`config.mk`:
```
export PLATFORM = sky130hd
export DESIGN_NAME = lab1_sweep_ctrl
export DESIGN_NICKNAME = d
export VERILOG_FILES = /design/src/rtl/lab1_sweep_ctrl.sv
export SDC_FILE = /design/constraint.sdc
export NUM_CORES = 1
export LEC_CHECK = 0
export CORE_MARGIN = 2
export CORE_UTILIZATION = 50
export CTS_BUF_LIST = sky130_fd_sc_hd__clkbuf_4 sky130_fd_sc_hd__clkbuf_8 sky130_fd_sc_hd__clkbuf_16
export DETAILED_ROUTE_END_ITERATION = 8
export PLACE_DENSITY = 0.87
export SYNTH_ARGS = -nofsm -noshare
export SYNTH_HDL_FRONTEND = slang
export SYNTH_SLANG_ARGS = --single-unit
```
`constraint.sdc`:
```
create_clock -name clk -period 3.03 [get_ports clk]
set_input_delay 0.4545 -clock clk [delete_from_list [all_inputs] [get_ports clk]]
set_output_delay 0.4545 -clock clk [all_outputs]
set_load 0.005 [all_outputs]
```
`src/rtl/lab1_sweep_ctrl.sv`:
```
// Sweeps all 16 {a,b,c,d} vectors through three implementations of one
// function, records the truth table and per-vector disagreement.
module lab1_sweep_ctrl #(
    parameter int unsigned SETTLE       = 1,
    parameter bit          CHECK_GOLDEN = 1'b0,
    parameter logic [15:0] EXPECTED     = 16'h0000
) (
    input  logic        clk,
    input  logic        rst_n,
    input  logic        start,
    input  logic        abort,
    input  logic        f_gate,
    input  logic        f_flow,
    input  logic        f_udp,
    output logic        a,
    output logic        b,
    output logic        c,
    output logic        d,
    output logic        busy,
    output logic        done,
    output logic        pass,
    output logic [15:0] truth_table,
    output logic [15:0] mismatch_mask,
    output logic [4:0]  mismatch_cnt
);

    typedef enum logic [1:0] {
        IDLE,
        DRIVE,
        SAMPLE,
        DONE
    } state_e;

    localparam logic [3:0] SETTLE_LAST = 4'(SETTLE - 1);

    state_e      state_q, state_d;
    logic [3:0]  idx_q, idx_d;
    logic [3:0]  settle_q, settle_d;
    logic [15:0] tt_q, tt_d;
    logic [15:0] mm_q, mm_d;
    logic [4:0]  mcnt_q, mcnt_d;
    logic [3:0]  vec_q, vec_d;
    logic        busy_q, busy_d;
    logic        done_q, done_d;
    logic        pass_q, pass_d;
    logic        mis;
    logic        golden_ok;

    assign mis = (f_flow != f_gate) | (f_udp != f_gate);

    always_comb begin
        state_d  = state_q;
        idx_d    = idx_q;
        settle_d = settle_q;
        tt_d     = tt_q;
        mm_d     = mm_q;
        mcnt_d   = mcnt_q;
        unique case (state_q)
            IDLE, DONE: begin
                if (start) begin
                    state_d  = DRIVE;
                    idx_d    = 4'd0;
                    settle_d = 4'd0;
                    tt_d     = 16'd0;
                    mm_d     = 16'd0;
                    mcnt_d   = 5'd0;
                end
            end
            DRIVE: begin
                if (abort) begin
                    state_d  = IDLE;
                    idx_d    = 4'd0;
                    settle_d = 4'd0;
                end else if (settle_q == SETTLE_LAST) begin
                    state_d  = SAMPLE;
                    settle_d = 4'd0;
                end else begin
                    settle_d = settle_q + 4'd1;
                end
            end
            SAMPLE: begin
                // An aborted sample is dropped; earlier results stay.
                if (abort) begin
                    state_d  = IDLE;
                    idx_d    = 4'd0;
                    settle_d = 4'd0;
                end else begin
                    tt_d[idx_q] = f_gate;
                    mm_d[idx_q] = mis;
                    mcnt_d      = mcnt_q + {4'd0, mis};
                    if (idx_q == 4'hF) begin
                        state_d = DONE;
                    end else begin
                        state_d = DRIVE;
                        idx_d   = idx_q + 4'd1;
                    end
                end
            end
            default: state_d = IDLE;
        endcase
    end

    // Outputs are computed from next state so they leave flops directly.
    always_comb begin
        vec_d = 4'd0;
        unique case (state_d)
            DRIVE, SAMPLE: vec_d = idx_d;
            DONE:          vec_d = 4'hF;
            default:       vec_d = 4'd0;
        endcase
        golden_ok = !CHECK_GOLDEN || (tt_d == EXPECTED);
        busy_d    = (state_d == DRIVE) || (state_d == SAMPLE);
        done_d    = (state_d == DONE);
        pass_d    = done_d && (mcnt_d == 5'd0) && golden_ok;
    end

    always_ff @(posedge clk or negedge rst_n) begin
        if (!rst_n) begin
            state_q  <= IDLE;
            idx_q    <= 4'd0;
            settle_q <= 4'd0;
            tt_q     <= 16'd0;
            mm_q     <= 16'd0;
            mcnt_q   <= 5'd0;
            vec_q    <= 4'd0;
            busy_q   <= 1'b0;
            done_q   <= 1'b0;
            pass_q   <= 1'b0;
        end else begin
            state_q  <= state_d;
            idx_q    <= idx_d;
            settle_q <= settle_d;
            tt_q     <= tt_d;
            mm_q     <= mm_d;
            mcnt_q   <= mcnt_d;
            vec_q    <= vec_d;
            busy_q   <= busy_d;
            done_q   <= done_d;
            pass_q   <= pass_d;
        end
    end

    assign a             = vec_q[3];
    assign b             = vec_q[2];
    assign c             = vec_q[1];
    assign d             = vec_q[0];
    assign busy          = busy_q;
    assign done          = done_q;
    assign pass          = pass_q;
    assign truth_table   = tt_q;
    assign mismatch_mask = mm_q;
    assign mismatch_cnt  = mcnt_q;

endmodule
```
Word level (Yosys, flattened, before mapping). Index checks and enable logic that the tools add are counted.

Input bits: 7. Word-level logic and storage cells: 68. Output and inout port bits: 44. Register bits after elaboration: 54.

$lt $le $gt $ge: 2. Eq/ne operators: 12. Bitwise gates (word level): 1. Muxes and demuxes: 29. Reduce and logical (&&, ||, !) cells: 11. Add/sub/neg operators: 3.

Operators by type and width (number): one-hot mux 16 bit (2 select lines) (2); 2-to-1 mux 16 bit (3); bitwise mux 16 bit (2); 2-to-1 mux 4 bit (8); one-hot mux 4 bit (3 select lines) (2); 2-to-1 mux 2 bit (5); 2-to-1 mux 5 bit (2); one-hot mux 5 bit (2 select lines) (1); adder 4 x 1 -> 4 bit, second input constant (2); == test 2 bit, second input constant (4); one-hot mux 4 bit (2 select lines) (1); inequality test 2 bit, second input constant (3); one-hot mux 2 bit (3 select lines) (1); adder 5 x 1 -> 5 bit (1); zero test 5 bit (1); < comparator 4 x 5 -> 1 bit, second input constant (1); demux 1 bit (select 4 bit) (1); == test 2 x 1 -> 1 bit, second input constant (2); == test 4 bit, second input constant (1); >= comparator 4 x 1 -> 1 bit, second input constant (1); zero test 4 bit (1); OR reduction 2 bit (2); AND reduction 3 bit (1); logical AND 1 bit (2); 7 further kinds (8).

Depth between registers and ports, before layout.
Depth after elaboration: 7. Mapped depth: 11. Gate-level depth less buffers: 11.

Worst setup path after synthesis. Ideal clock, no wire load.

Path kind: register to register. From: register settle_q[0]. To: register pass_q (netlist: pass). Setup time: 0.080 ns. Path buffers: 0. Clock period less this slack: 2.396 ns. Data arrival time: 2.316 ns. Data required time: 2.950 ns. Stages on the path, launching flop included: 11. Path slack: 0.634 ns. Path through: dfrtp_1 > inv_1 > ha_1 > nor3b_1 > or3b_2 > nor2_1 > o32a_1 > ha_1 > inv_1 > or4_4 > nor3_2.

Longest elaborated chain between the ends: 6.

Ends and longest elaborated chain: start, declared (line 38) `logic [3:0] settle_q, settle_d;`; start signal, assigned (line 132) `settle_q <= settle_d;`; zero test 4 bit (line 74) `end else if (settle_q == SETTLE_LAST) begin`; 2-to-1 mux 2 bit (line 74); 2-to-1 mux 2 bit (line 70) `if (abort) begin`; one-hot mux 2 bit (3 select lines) (line 58) `unique case (state_q)`; named net state_d[0] (line 36) `state_e state_q, state_d;`; == test 2 bit (line 113) `done_d = (state_d == DONE);`; named net done_d (line 44) `logic done_q, done_d;`; logical AND 1 bit (line 114) `pass_d = done_d && (mcnt_d == 5'd0) && golden_ok;`; named net pass_d (line 45) `logic pass_q, pass_d;`; end signal, assigned (line 139) `pass_q <= pass_d;`; end, declared (line 45).

The timed path passes the listed nets, and every way through them passes these cells. A chain may end at the register's enable or synchronous reset.

Worst setup path in the final report.
From: register settle_q[1]. To: register pass_q (netlist: pass).

The elaborated chain is that of the path after synthesis.

==> impl_results.md <==
* Multi-input logic area at ~1100 um2
* Clk sink count at 54
* Pre-CTS setup slack at 0.0831 ns
* Final core utilization at 64.5%
* Syn Inst Count at between 200 and 300
* Initial Utilization at about half
* Vias per Instance at about 5.5
* Final slew viol count at 0
* Initial antenna violation count at 0
* Area grow syn2layout at 24.6%
* Total power at 0.00216 W
* Peak VDD IR at between 0.0004 and 0.0005 V
* DR vias at around 2200
* Layout cells sized above 1 at 8.95%
* Die height at about 76 um
* Ys Warns at 0
* CP arrival at 2.93 ns
* Die Wd at 76.5 um
* Slowest stage delay, CP at around 0.54 ns
* Worst path cell trace: inv_1 -> ha_1 -> nor3b_1 -> or3b_2 -> nor2_1 -> o32a_1 -> ha_1 -> inv_1 -> or4_4 -> nor3_2
* Total core area at 5070 um2
* Slowest stage cell on the critical path: or4_4
* Final nets at about 340
* Post-CTS Setup Bufs at 0
* Number of CTS-inserted buffers at 5
* WL/cell at roughly 15 um
* ANT cells at 0
* Drc violations at 0
* Top-area cell type share of the netlist area at between 50% and 60%
* Maximum fanout along the worst path at 5
* TNS Setup at 0 ns
* Main synth FF type: dfrtp_1
* CTS HTree Levels at 2
* Die footprint at 5850 um2
* Synth unique cells at 36
* Worst Path Required at roughly 3.3 ns
* CTS tree: done
* Outcome: finished, final reports clean
* Hold-fix buffers, CTS at 0
* Clock root buffer: clkbuf_8
* Total wire length at 5.82 mm
* Clk buf depth at 2
* Kind of critical path: flip-flop to flip-flop
* CP startpoint kind: flip-flop
* Fin Clk Skew at 0.00633 ns
* Leakage at 1.41 nW
* GP Congestion at 0.901
* Post-synthesis sequential area ratio at between 50% and 60%
* Hpwl dp at ~4.2 mm
* CP Buf/Inv Count at 2
* Resized cells post-CTS at 0
* Net Count, Synth at 290
* RSZ-0062 raised after global routing: false
* Final Hold Viols at 0
* EDFF count, synth at 0
* # IOs at between 50 and 60
* Fmax at 370 MHz
* Synthesized flop and latch total at 54
* Final ANT Viol Nets at 0
* Most common cell in the netlist: dfrtp_1
* GRT Total Usage at between 20% and 30%
* Drt first pass iters at 4
* Register cell area after layout at 1350 um2
* Fraction of registers with async set/reset at 100%
* Worst-Skew Late Latency at approximately 0.31 ns
* First-pass GRT wire length at 10.2 mm
* Synth area leaders: dfrtp_1 51%, o22ai_1 6.0%, ha_1 5.7%, inv_1 4.7%, nand2_1 4.0%
* Final setup viols at 0
* Final period util at about 90%
* Largest area contributor in the netlist: dfrtp_1
* Worst slew pin tran at between 0.7 and 0.8 ns
* DR iter-0 viols at ~170
* Max-cap violations at 0
* Final WS setup at 0.329 ns
* WHS at 0.108 ns
* Crit path capture type: flip-flop
* Tmin final at 2.70 ns
* Port-buffer cells at 50
* Fillers at 426
* Pwr Density at about 660 nW/um2
* Std-Cell Rows at 26
* Largest net degree at the start of global routing at 32
* Synthesized cell area at 2630 um2
* Commonest cells in the netlist: 54 x dfrtp_1, 33 x inv_1, 28 x nand2_1
* Hold Crit Class: primary input to async pin
* Cell family with most CP delay: simple AND/OR/NAND/NOR gates
* Grt total ovfl at 0
* Slew headroom at between 50 and 60%
* Clock-pin slew on the worst setup and hold paths at 0.09 ns
* Vias in the first global route at about 2200
* Mapped Avg Cell Area at 9.69 um2
-- sequential cells by signal (all words and copies together), names as in the netlist --
| register | count |
|---|---|
| mismatch_mask | 16 |
| mismatch_cnt | 5 |
| truth_table | 16 |
| busy | 1 |
| done | 1 |
| settle_q | 4 |
| state_q | 2 |
| idx_q | 4 |
| pass | 1 |
| vec_q | 4 |
-- report_power, final --
part	total, W	leakage, nW	switching (W)	internal, W
Combinational	0.000924	0.610	0.000548	0.000376
Clock	0.000422	0.0517	0.000228	0.000194
Sequential	0.000809	0.748	0.0000320	0.000777
Total	0.00216	1.41	0.000808	0.00135
-- placed cells by master, fill, tap and decap left out, types with 3 or more instances in the layout --
master,n
a21o_1,4
o22ai_1,25
clkbuf_8,6
ha_1,12
nand2_1,28
buf_4,6
nor2b_1,4
nor3b_1,4
o21ai_0,18
nand2b_1,4
dfrtp_1,54
nor2_1,12
clkdlybuf4s50_1,49
inv_1,33
nand3b_1,3
a21oi_1,19
nand3_1,15
o31ai_1,3
-- area by class of cell --
class                      instances  area share, %
sequential                        54           41.3
inverter                          33           3.79
timing repair buffer              56           16.5
clock buffer                       7           2.75
clock inverter                     1          0.153
tap                               70           2.68
multi-input combinational        173           32.8
-- per-layer routing --
layer / vias to the layer above / GRT usage (%) / wire (um)
met5: - / 0 / 0
met4: 0 / 10.5 / 161
met3: 20 / 4.86 / 311
met2: 86 / 35.1 / 2760
met1: 1042 / 27.0 / 2590
li1: 1038 / - / -
-- cell families (layout without fill, tap and decap cells) --
| logic type | Yosys count | count (layout) | share of synthesized area, % |
|---|---|---|---|
| adder cells (fa/ha/maj) | 12 | 12 | 5.72 |
| AO/OA/AOI/OAI | 76 | 76 | 17.5 |
| AND/OR/NAND/NOR | 82 | 82 | 16.2 |
| flip-flops | 54 | 54 | 51.5 |
| multiplexers | 3 | 3 | 1.43 |
| buffers and inverters | 44 | 97 | 7.67 |
-- worst paths after layout --
check	start	to	slack (ns)	cells after the start
setup / recovery	settle_q[1]	pass	0.33	10
hold / removal	rst_n	settle_q[0]	0.11	1
setup reg to reg	settle_q[1]	pass	0.33	10
hold reg to reg	settle_q[3]	settle_q[3]	0.49	1
max in group asynchronous	rst_n	truth_table[14]	2.15	2
min in group clk	settle_q[3]	settle_q[3]	0.49	1
-- stage by stage --
stage	cells	instance area [um2]
final	394	3270
after global placement	386	3180
after CTS	394	3270
after detailed placement	386	3180
after floorplan	271	2630
after global routing	394	3270
Note: power is estimated with default switching activity, not from simulation.
